--- config.mk ---
export PLATFORM = sky130hd
export DESIGN_NAME = uart_echo_tester
export DESIGN_NICKNAME = d
export VERILOG_FILES = /design/src/rtl/uart_pkg.sv /design/src/rtl/uart_echo_tester_lfsr8.sv /design/src/rtl/uart_echo_tester.sv
export SDC_FILE = /design/constraint.sdc
export NUM_CORES = 1
export LEC_CHECK = 0
export ABC_CLOCK_PERIOD_IN_PS = 3600
export BUFFER_PORTS_ARGS = -buffer_cell sky130_fd_sc_hd__buf_2
export CORE_AREA = 2 2 78 80
export DETAILED_ROUTE_END_ITERATION = 10
export DIE_AREA = 0 0 80 82
export GPL_TIMING_DRIVEN = 0
export PLACE_DENSITY = 0.91
export SYNTH_ARGS = -nofsm -noshare
export SYNTH_HDL_FRONTEND = slang
export SYNTH_SLANG_ARGS = --single-unit
export TNS_END_PERCENT = 5
--- constraint.sdc ---
create_clock -name clk -period 3.6 [get_ports clk]
set_input_delay 0.18 -clock clk [delete_from_list [all_inputs] [get_ports clk]]
set_output_delay 0.18 -clock clk [all_outputs]
set_load 0.02 [all_outputs]
--- src/rtl/uart_pkg.sv ---
// Shared definitions for the UART echo tester: FSM state encoding, LFSR taps and default seed.
package uart_pkg;

  localparam logic [2:0] ST_IDLE      = 3'd0;
  localparam logic [2:0] ST_SEND      = 3'd1;
  localparam logic [2:0] ST_WAIT_ECHO = 3'd2;
  localparam logic [2:0] ST_NEXT      = 3'd3;
  localparam logic [2:0] ST_REPORT    = 3'd4;

  typedef enum logic [2:0] {
    S_IDLE      = ST_IDLE,
    S_SEND      = ST_SEND,
    S_WAIT_ECHO = ST_WAIT_ECHO,
    S_NEXT      = ST_NEXT,
    S_REPORT    = ST_REPORT
  } state_t;

  // Feedback taps q7^q5^q4^q3 give a maximal-length (255) sequence.
  localparam logic [7:0] LFSR_TAPS    = 8'hB8;
  localparam logic [7:0] DEFAULT_SEED = 8'hA5;

  function automatic logic [7:0] lfsr_next(input logic [7:0] q);
    return {q[6:0], ^(q & LFSR_TAPS)};
  endfunction

  // The all-zero state is a lock-up state, so a zero seed is replaced by 1.
  function automatic logic [7:0] fix_seed(input logic [7:0] s);
    return (s == 8'h00) ? 8'h01 : s;
  endfunction

endpackage

--- src/rtl/uart_echo_tester_lfsr8.sv ---
// 8-bit Fibonacci LFSR with synchronous load and step; load has priority over step.
module lfsr8 import uart_pkg::*; #(
  parameter logic [7:0] RESET_SEED = DEFAULT_SEED
) (
  input  logic       clk,
  input  logic       rst_n,
  input  logic       load,
  input  logic [7:0] seed,
  input  logic       step,
  output logic [7:0] q
);

  always_ff @(posedge clk or negedge rst_n) begin
    if (!rst_n) begin
      q <= fix_seed(RESET_SEED);
    end else if (load) begin
      q <= fix_seed(seed);
    end else if (step) begin
      q <= lfsr_next(q);
    end
  end

endmodule

--- src/rtl/uart_echo_tester.sv ---
// Sends an LFSR byte sequence through uart_tx and checks each echo from uart_rx,
// counting mismatches and timeouts and reporting pass/fail at the end of a run.
//
// state      | meaning
// IDLE       | waiting for start; results of the last run held
// SEND       | waiting for uart_tx idle, then pulse tx_dv with the next byte
// WAIT_ECHO  | waiting for the echo or the timeout
// NEXT       | advance LFSR and byte index
// REPORT     | pulse done, publish pass
module uart_echo_tester import uart_pkg::*; #(
  parameter int         CLKS_PER_BIT = 87,
  parameter int         NUM_BYTES    = 16,
  parameter int         TIMEOUT_CLKS = 24 * CLKS_PER_BIT,
  parameter logic [7:0] SEED         = DEFAULT_SEED
) (
  input  logic       clk,
  input  logic       rst_n,
  input  logic       start,
  output logic       tx_dv,
  output logic [7:0] tx_byte,
  input  logic       tx_active,
  input  logic       rx_dv,
  input  logic [7:0] rx_byte,
  output logic       busy,
  output logic       done,
  output logic       pass,
  output logic [7:0] err_count,
  output logic [7:0] to_count,
  output logic [7:0] last_rx
);

  localparam int            TW       = $clog2(TIMEOUT_CLKS + 1);
  localparam logic [TW-1:0] TO_LAST  = TW'(TIMEOUT_CLKS - 1);
  localparam logic [7:0]    LAST_IDX = 8'(NUM_BYTES - 1);

  state_t        state;
  logic [TW-1:0] to_cnt;
  logic [7:0]    idx;
  logic [7:0]    lfsr_q;
  logic          lfsr_load;
  logic          lfsr_step;

  assign lfsr_load = (state == S_IDLE) && start;
  assign lfsr_step = (state == S_NEXT);

  lfsr8 #(.RESET_SEED(SEED)) u_lfsr (
    .clk   (clk),
    .rst_n (rst_n),
    .load  (lfsr_load),
    .seed  (SEED),
    .step  (lfsr_step),
    .q     (lfsr_q)
  );

  always_ff @(posedge clk or negedge rst_n) begin
    if (!rst_n) begin
      state     <= S_IDLE;
      tx_dv     <= 1'b0;
      tx_byte   <= 8'h00;
      busy      <= 1'b0;
      done      <= 1'b0;
      pass      <= 1'b0;
      err_count <= 8'h00;
      to_count  <= 8'h00;
      last_rx   <= 8'h00;
      idx       <= 8'h00;
      to_cnt    <= '0;
    end else begin
      tx_dv <= 1'b0;
      done  <= 1'b0;
      case (state)
        S_IDLE: begin
          if (start) begin
            err_count <= 8'h00;
            to_count  <= 8'h00;
            pass      <= 1'b0;
            idx       <= 8'h00;
            busy      <= 1'b1;
            state     <= S_SEND;
          end
        end
        // Any rx_dv here is a stale or late echo and is dropped.
        S_SEND: begin
          if (!tx_active) begin
            tx_byte <= lfsr_q;
            tx_dv   <= 1'b1;
            to_cnt  <= '0;
            state   <= S_WAIT_ECHO;
          end
        end
        // An echo on the expiry cycle takes priority over the timeout.
        S_WAIT_ECHO: begin
          if (rx_dv) begin
            last_rx <= rx_byte;
            if (rx_byte != tx_byte && err_count != 8'hFF)
              err_count <= err_count + 8'd1;
            state <= S_NEXT;
          end else if (to_cnt == TO_LAST) begin
            if (to_count != 8'hFF)
              to_count <= to_count + 8'd1;
            state <= S_NEXT;
          end else begin
            to_cnt <= to_cnt + 1'b1;
          end
        end
        S_NEXT: begin
          idx   <= idx + 8'd1;
          state <= (idx == LAST_IDX) ? S_REPORT : S_SEND;
        end
        S_REPORT: begin
          done  <= 1'b1;
          pass  <= (err_count == 8'h00) && (to_count == 8'h00);
          busy  <= 1'b0;
          state <= S_IDLE;
        end
        default: state <= S_IDLE;
      endcase
    end
  end

endmodule
; ---- Word-level counts from Yosys, hierarchy flattened
; Cells that the tools add are included.
[word_totals]
regBits = 67
mem_count = 0
romBits = 0
out_inout_bits = 36
mem_bits_rw = 0
latchBits = 0
[op_classes]
reduce_logical = 20
n_bitwise = 1
multipliers = 0
n_lt_le_gt_ge = 0
add_sub_neg = 4
eq_ne = 18
mux = 28
n_div = 0
n_shift = 0
[ops]
columns = cell, count
row1 = 2-to-1 mux 8 bit, 8
row2 = one-hot mux 8 bit (2 select lines), 3
row3 = 2-to-1 mux 12 bit, 3
row4 = adder 8 x 1 -> 8 bit (second input constant), 3
row5 = one-hot mux 12 bit (2 select lines), 1
row6 = zero test 8 bit, 2
row7 = inequality test 2 bit (second input constant), 8
row8 = inequality test 8 bit (second input constant), 2
row9 = 2-to-1 mux 3 bit, 5
row10 = adder 12 x 1 -> 12 bit (second input constant), 1
row11 = equality test 12 bit (second input constant), 1
row12 = one-hot mux 3 bit (4 select lines), 1
row13 = nonzero test 2 bit, 5
row14 = equality test 8 x 4 -> 1 bit (second input constant), 1
row15 = inequality test 8 bit, 1
row16 = AND reduction 2 bit, 4
row17 = AND reduction 4 bit, 2
row18 = parity 8 bit, 1
row19 = equality test 3 x 2 -> 1 bit (second input constant), 2
row20 = 2-to-1 mux 1 bit, 5
row21 = AND reduction 5 bit, 1
row22 = one-hot mux 1 bit (2 select lines), 2
row23 = equality test 3 x 1 -> 1 bit (second input constant), 1
row24 = equality test 3 bit (second input constant), 1
row25 = 5 further kinds, 7

; ---- Depth between registers and ports, before layout
; Gate-level depths: netlist (run 1).
[logic_depth]
word_depth = 5
mapped_depth = 8
ltp_nobuf = 6

; ---- By module
; A second synthesis (run 1) with hierarchy kept.
[unflattened]
hier_cells = 348
area_unflattened_um2 = 3439.5
[by_module_without_submodules]
columns = module, cells_per_inst, area_each_um2, n_inst, seq_area_each_um2
row1 = uart_echo_tester, 307, 3020.4, 1, 1476.4
row2 = lfsr8, 41, 419.2, 1, 205.2

; ---- Worst setup path after synthesis (run 1)
; No wires, ideal clock.
[synth_timing]
kind = flip-flop to flip-flop
start = register state[0]
end = register to_count[0]
setup_slack_ns = 1.659
path_stages_with_launch = 6
t_arrival_ns = 1.816
setup_time_ns = 0.125
cell_sequence = dfrtp_1 > buf_6 > or4b_4 > buf_6 > a221o_1 > mux2_2
[synth_via]
elab_chain_cells = 3
elab_cells_between_ends = 9
cone_classes = eq/ne: 5 / mux: 1 / reduce/logical: 3
[synth_rtl]
columns = item, line_no
row1 = from (decl), uart_echo_tester.sv:36  ; state_t state;
row2 = from (signal assigned), uart_echo_tester.sv:108  ; state <= (idx == LAST_IDX) ? S_REPORT : S_SEND;
row3 = equality test 3 x 2 -> 1 bit or zero test 3 bit (tied branches), uart_echo_tester.sv:71  ; case (state)
row4 = inequality test 2 bit (no source line) or nonzero test 2 bit (tied branches), -
row5 = AND reduction 5 bit (no source line), -
row6 = to (signal assigned), uart_echo_tester.sv:100  ; to_count <= to_count + 8'd1;
row7 = to (decl), uart_echo_tester.sv:28  ; output logic [7:0] to_count,
; Several ways; a longest one is shown, not always the timed one.
; A chain may end at the register's enable or synchronous reset.

; ---- Worst setup path in the final report (run 1)
[layout_timing]
start = register state[1]
end = register err_count[1]
[layout_via]
elab_chain_cells = 3
elab_cells_between_ends = 8
cone_classes = eq/ne: 4 / mux: 1 / reduce/logical: 3
[layout_rtl]
columns = item, line_no
row1 = equality test 3 x 2 -> 1 bit or zero test 3 bit (tied branches), uart_echo_tester.sv:71
row2 = inequality test 2 bit (no source line) or nonzero test 2 bit (tied branches), -
row3 = AND reduction 4 bit (no source line), -
row4 = to (signal assigned), uart_echo_tester.sv:96  ; err_count <= err_count + 8'd1;
row5 = to (decl), uart_echo_tester.sv:27  ; output logic [7:0] err_count,
; Several ways; a longest one is shown, not always the timed one.

==> flow_metrics.tcl, run 1 <==
set metrics [dict create \
    dp_hpwl_um 5020 \
    ff2ff_path_depth 6 \
    gp_congestion 0.811 \
    worst_pin_slew_ns 0.862 \
    worstSetupStartpointType "flip-flop" \
    power_density_mw_per_mm2 706 \
    grt_pass1_wl_um 11900 \
    drv_cap 0 \
    htree_levels 3 \
    finalCritPeriodShare_pct 61.5 \
    diodes 0 \
    drive_above_1_share_pct 24.6 \
    nets 413 \
    cp-endpoint "err_count[1]$_DFFE_PN0P_" \
    synth.net_count 353 \
    critPathArrivalTime_ns 2.45 \
    path_cells "buf_2 > nor3b_2 > and2_1 > buf_2 > and3_1 > mux2_2" \
    ant_nets 0 \
    die_h_um 82 \
    final_hold_viol_count 0 \
    synth_area_sq_mm 0.00331 \
    coreArea_sq_mm 0.00575 \
    setup_viol 0 \
    dieArea_sq_mm 0.00656 \
    num_vias 2759 \
    postSynthCellCount 334 \
    critPathLaunch "state[1]$_DFFE_PN0P_" \
    post_drt_wl_per_cell_um 15.6 \
    fmax_mhz 452 \
    crit_buf_inv 2 \
    path_clk_slew_ns 0.07 \
    root_buffer "clkbuf_8" \
    syn_area_per_cell_sq_um 9.90 \
    rsz0062_at_grt "no" \
    rows 28 \
    antenna_found_initial 0 \
    r2r_end "err_count[1]$_DFFE_PN0P_" \
    seq_area_frac_synth_pct 50.8 \
    numPortBuffers 48 \
    start_util_pct 57.6 \
    outcome "completed" \
    required_ns 3.83 \
    grt_pass1_vias 2546 \
    slew_viol_final 0 \
    fin_worst_skew_ns 0.00812 \
    power.leakage_nw 1.99 \
    grt_max_degree 68 \
    synth_top_area_share_pct 47.7 \
    vias_per_cell 5.82 \
    worstPathMaxFanout 10 \
    max_stage_delay_ns 0.53 \
    die_w_um 80 \
    reg2reg_slack_ns 1.39 \
    fin_area_sq_mm 0.00392 \
    synth_warnings 0 \
    min_path_type "in2reg" \
    cts.sinks 67 \
    drc_errors 0 \
    area_delta_synth_final_pct 18.3 \
    drt_pass1_iterations 7 \
    worstSetupEndpointType "flip-flop" \
    ys_async_sr_fraction_pct 100 \
    grt_remaining_overflow 0 \
    synth_top_area_cell "dfrtp_1" \
    cts_tree "yes" \
    synth_area_leaders "dfrtp_1 48%, nand2_1 7.0%, xor2_1 4.0%, nand3_1 3.8%, mux2_2 3.7%" \
    finalPower_mw 2.76 \
    ys_ff_latch 67 \
    drt_iter0_markers 202 \
    path_delay_family "simple AND/OR/NAND/NOR gates" \
    place_area_sq_mm 0.00364 \
    routed_wl_um 7380 \
    fin_crit_ns 2.21 \
    ys_types 46 \
    synth_top_flop_cell "dfrtp_1" \
    reg2reg_from "state[1]$_DFFE_PN0P_" \
    ioPinCount 49 \
    critical_path.most_common_cell "buf_2" \
    hold_depth 2 \
    irDropWorstVdd_uv 387 \
    grt_use_total_pct 23.8 \
    clk_path_buf_depth 2 \
    cp_slowest_cell "nor3b_2" \
    fin_tns_setup_ns 0 \
    clkLatencyLatePin_ns 0.34 \
    path_depth 6 \
    cts_buffers 9 \
    slew_headroom_pct 42.4 \
    synth_edf_count 0 \
    worstSetupPathType "reg2reg" \
]
## worst min path at each step
stage                          start                       to  slack (ns)
after floorplan                rst_n         busy$_DFFE_PN0P_       -0.12
after global placement    rx_byte[2]   last_rx[2]$_DFFE_PN0P_        0.44
after detailed placement       rst_n  to_count[1]$_DFFE_PN0P_        0.33
after CTS                 rx_byte[1]   last_rx[1]$_DFFE_PN0P_        0.08
after global routing      rx_byte[4]   last_rx[4]$_DFFE_PN0P_        0.09
final                     rx_byte[1]   last_rx[1]$_DFFE_PN0P_        0.09
## power by group
part	total [mW]	internal, mW	leakage (nW)	switching (mW)
Sequential	1.10	0.947	0.878	0.150
Combinational	0.871	0.335	0.981	0.536
Clock	0.796	0.516	0.133	0.281
## synth_stat cells (4+ instances only)
| cell type | count |
|---|---|
| o21ai_1 | 7 |
| a21oi_1 | 5 |
| o21ai_0 | 17 |
| a21o_1 | 5 |
| buf_2 | 4 |
| o31ai_1 | 4 |
| nand3_1 | 25 |
| xor2_1 | 15 |
| nor2_1 | 15 |
| dfrtp_1 | 63 |
| mux2_2 | 11 |
| dfstp_2 | 4 |
| nor4_1 | 8 |
| nand2_1 | 62 |
| nand4_1 | 11 |
| inv_1 | 9 |
| and3_1 | 15 |
| nor3_1 | 5 |
| clkbuf_1 | 5 |
| ha_1 | 6 |
## cell type report
cell class / instances / area, sq um
clock inverters: 4 / 95.1
inverters: 9 / 33.8
repair buffers: 49 / 253
flip-flops and latches: 67 / 1680
clock buffers: 12 / 165
well taps: 75 / 93.8
fillers: 429 / 1830
multi-input cells: 246 / 1520
plain buffers: 12 / 72.6
## sequential cells by signal, summed over array words and instances (netlist names), 3 cells and up
register	count
to_count	8
last_rx	8
to_cnt	12
u_lfsr.q	8
err_count	8
state	3
tx_byte	8
idx	8
## through the flow
stage / setup slack, ns / hold WS [ns] / util, % / cells
final: 1.39 / 0.0917 / 68.1 / 474
after global routing: 1.25 / 0.0908 / 68.1 / 474
after CTS: 1.39 / 0.0809 / 68.1 / 474
after detailed placement: 1.43 / 0.331 / 63.4 / 457
after global placement: 1.46 / 0.439 / 63.4 / 457
after floorplan: 1.66 / -0.116 / - / 334
## layout by cell type (no fill, tap or decap), types with 4 or more instances in the layout
cell type / instances
o31ai_1: 4
nand2_1: 62
xor2_1: 15
buf_2: 51
and3_1: 15
nor4_1: 8
dfrtp_1: 63
nor3_1: 5
a21oi_1: 5
o21ai_1: 7
inv_1: 9
nand3_1: 25
dfstp_2: 4
ha_1: 6
nor2_1: 15
clkbuf_8: 12
o21ai_0: 17
mux2_2: 11
nand4_1: 11
clkbuf_1: 5
a21o_1: 5
## cells by family (layout without fill, tap and decap cells)
family,count (synthesis),count (layout),share of synthesized area (%)
AO/OA/AOI/OAI,48,48,9.04
XOR/XNOR,18,18,4.77
adder cells (fa/ha/maj),6,6,2.27
buffers and inverters,21,86,3.21
flip-flops,67,67,50.8
multiplexers,14,14,4.65
AND/OR/NAND/NOR,160,160,25.2
## per-layer routing
metal	global-route usage (%)	up-vias	wire (um)
met5	0	-	0
met4	16.3	0	204
met3	4.95	22	433
met2	37.3	97	3650
met1	29.7	1330	3100
li1	-	1310	-
## worst register-to-register path, cell delays in order, from the launching register on
cell,delay [ns]
dfrtp_1,0.34
buf_2,0.21
nor3b_2,0.53
and2_1,0.21
buf_2,0.22
and3_1,0.25
mux2_2,0.35
## timing repair
action | 4_1_cts | 5_1_grt
buffers inserted | 0 | 0
hold buffers | 1 | 0
gates resized for setup | 0 | 0
endpoints found under the hold margin | 63 | 0
(Power assumes the default switching activity.)
==> run 2, diff against run 1 <==
--- a/config.mk
+++ b/config.mk
@@ -5,13 +5,13 @@
 export SDC_FILE = /design/constraint.sdc
 export NUM_CORES = 1
 export LEC_CHECK = 0
-export ABC_CLOCK_PERIOD_IN_PS = 3600
+export ABC_CLOCK_PERIOD_IN_PS = 2100
 export BUFFER_PORTS_ARGS = -buffer_cell sky130_fd_sc_hd__buf_2
-export CORE_AREA = 2 2 78 80
+export CORE_AREA = 2 2 80 82
 export DETAILED_ROUTE_END_ITERATION = 10
-export DIE_AREA = 0 0 80 82
+export DIE_AREA = 0 0 82 84
 export GPL_TIMING_DRIVEN = 0
-export PLACE_DENSITY = 0.91
+export PLACE_DENSITY = 0.87
 export SYNTH_ARGS = -nofsm -noshare
 export SYNTH_HDL_FRONTEND = slang
 export SYNTH_SLANG_ARGS = --single-unit
==> constraint.sdc (replaced) <==
create_clock -name clk -period 2.1 [get_ports clk]
set_input_delay 0.105 -clock clk [delete_from_list [all_inputs] [get_ports clk]]
set_output_delay 0.105 -clock clk [all_outputs]
set_load 0.02 [all_outputs]
==> run 2 against run 1 <==
Flip-flop and latch count did not move. Combinational power grew 79%. Sequential share of layout area about the same. Utilization decreased by 4.0 points. First-iteration DRC count decreased by 0.50%. Clock skew increased by 0.0054 ns. Critical endpoint is now to_count[0]$_DFFE_PN0P_.
==> flow_metrics.tcl, run 2 (synthesis gave the netlist of run 1 again) <==
set metrics [dict create \
    outcome "completed" \
    cts.sinks 67 \
    grt_max_degree 68 \
    layout_setup_ws_ns 0.0584 \
    drt_pass1_iterations 4 \
    grt_use_total_pct 23.3 \
    final_cell_mix "63 x dfrtp_1, 62 x nand2_1, 48 x buf_2" \
    finalPower_mw 4.48 \
    drive_above_1_share_pct 24.7 \
    worstSetupStartpointType "flip-flop" \
    worst_pin_slew_ns 0.836 \
    root_buffer "clkbuf_8" \
    dieArea_sq_mm 0.00689 \
    critical_path.most_common_cell "buf_6" \
    critPathArrivalTime_ns 2.28 \
    drc_errors 0 \
    grt_remaining_overflow 0 \
    routed_wl_um 7740 \
    pwr-share-comb_pct 34.7 \
    n_fill_cell 458 \
    power_density_mw_per_mm2 1150 \
    rsz0062_at_grt "yes" \
    setup_viol 0 \
    rows 29 \
    drt_iter0_markers 201 \
    worstSetupEndpointType "flip-flop" \
    slew_headroom_pct 44.2 \
    cts_buffers 9 \
    max_stage_delay_ns 0.54 \
    hp-start "rx_byte[2]" \
    p_int_mw 2.80 \
    multi_input_area_sq_mm 0.00156 \
    slew_viol_final 0 \
    grt_pass1_vias 2616 \
    dp.cells 459 \
    die_h_um 84 \
    min_path_type "in2reg" \
    fin_util_pct 64.2 \
    place_ws_ns -0.0497 \
    worstSetupPathType "reg2reg" \
    area_delta_synth_final_pct 18.2 \
    post_drt_wl_per_cell_um 16.2 \
    numPortBuffers 48 \
    antenna_found_initial 0 \
    gp_congestion 0.852 \
    clkLatencyLatePin_ns 0.34 \
    clk_path_buf_depth 2 \
    coreArea_sq_mm 0.00610 \
    htree_levels 3 \
    die_w_um 82 \
    reg2reg_slack_ns 0.06 \
    start_util_pct 54.3 \
    p_switching_mw 1.69 \
    ant_nets 0 \
    regMostFlops "to_cnt" \
    final_cells 478 \
    fin_crit_ns 2.04 \
    cts_tree "yes" \
    nets 415 \
    num_vias 2862 \
    p_sw_share_pct 37.6 \
    largest_reg_flops 12 \
    required_ns 2.33 \
    power_frac_clock_pct 23.5 \
    finalCritPeriodShare_pct 97.2 \
    critPathLaunch "state[0]$_DFFE_PN0P_" \
    cp_slowest_cell "or4b_4" \
    power.leakage_nw 1.97 \
    diodes 0 \
    seqPwrFrac_pct 41.8 \
    worstPathMaxFanout 10 \
    irDropWorstVdd_uv 601 \
    grt_pass1_wl_um 12300 \
    regArea_sq_mm 0.00168 \
    dp_hpwl_um 5060 \
    drv_cap 0 \
    path_clk_slew_ns 0.08 \
    path_cells "buf_6 > or4b_4 > buf_6 > a221o_2 > mux2_2" \
    fin_tns_setup_ns 0 \
    vias_per_cell 5.99 \
    ioPinCount 49 \
    fin_worst_skew_ns 0.0135 \
    mostFrequentLayoutCell "dfrtp_1" \
    final_hold_viol_count 0 \
    fmax_mhz 490 \
    reg2reg_from "state[0]$_DFFE_PN0P_" \
]
==> run 2: metrics by stage <==
| step | hold WS (ns) | instance area, sq um |
|---|---|---|
| floorplan | -0.191 | 3310 |
| global placement | 0.364 | 3640 |
| detailed placement | 0.258 | 3650 |
| CTS | 0.00625 | 3860 |
| global route | 0.00148 | 3910 |
| finish | 0.0216 | 3910 |
==> run 2: final timing paths <==
| check | endpoint | cells past startpoint |
|---|---|---|
| setup / recovery | to_count[0]$_DFFE_PN0P_ | 5 |
| hold / removal | last_rx[2]$_DFFE_PN0P_ | 2 |
| setup reg to reg | to_count[0]$_DFFE_PN0P_ | 5 |
| hold reg to reg | u_lfsr.q[2]$_DFFE_PN1P_ | 2 |
| max in group asynchronous | to_cnt[4]$_DFFE_PN0P_ | 2 |
| min in group asynchronous | to_count[7]$_DFFE_PN0P_ | 2 |
==> run 2: what timing repair did <==
item,CTS,global route
pin swaps,1,1
gates cloned,0,0
hold endpoints to repair,63,1
setup buffers,1,0
gates resized for setup,1,12
endpoints found under the setup margin,9,24
hold buffers,1,1
==> run 2: layout make-up <==
cell class / instances / area share (%)
flip-flops and latches: 67 / 43.0
multi-input cells: 246 / 39.9
repair buffers: 51 / 6.91
clock buffers: 13 / 3.81
well taps: 77 / 2.46
plain buffers: 12 / 2.05
clock inverters: 3 / 1.02
inverters: 9 / 0.864
==> run 2: layer usage <==
metal	global-route usage, %	wire length (um)
met4	8.79	144
met1	31.4	3360
met3	5.30	363
met2	36.4	3870
met5	0	0
==> run 2: power by group through the flow <==
| stage | Combinational, mW | Sequential [mW] | Clock [mW] |
|---|---|---|---|
| 3_3_place_gp | 1.43 | 1.87 | 0 |
| 6_report | 1.56 | 1.87 | 1.05 |
| 4_1_cts | 1.52 | 1.87 | 1.06 |
| 5_1_grt | 1.69 | 1.92 | 1.12 |
| 2_1_floorplan | 0.849 | 2.05 | 0 |
| 3_5_place_dp | 1.48 | 1.89 | 0 |
==> run 2: critical path: cells and delay by family, from the launching register on <==
family          cells  cell delay [ns]
simple gates        1             0.54
compound gates      1             0.41
flops               1             0.40
buf+inv             2             0.31
mux                 1             0.28
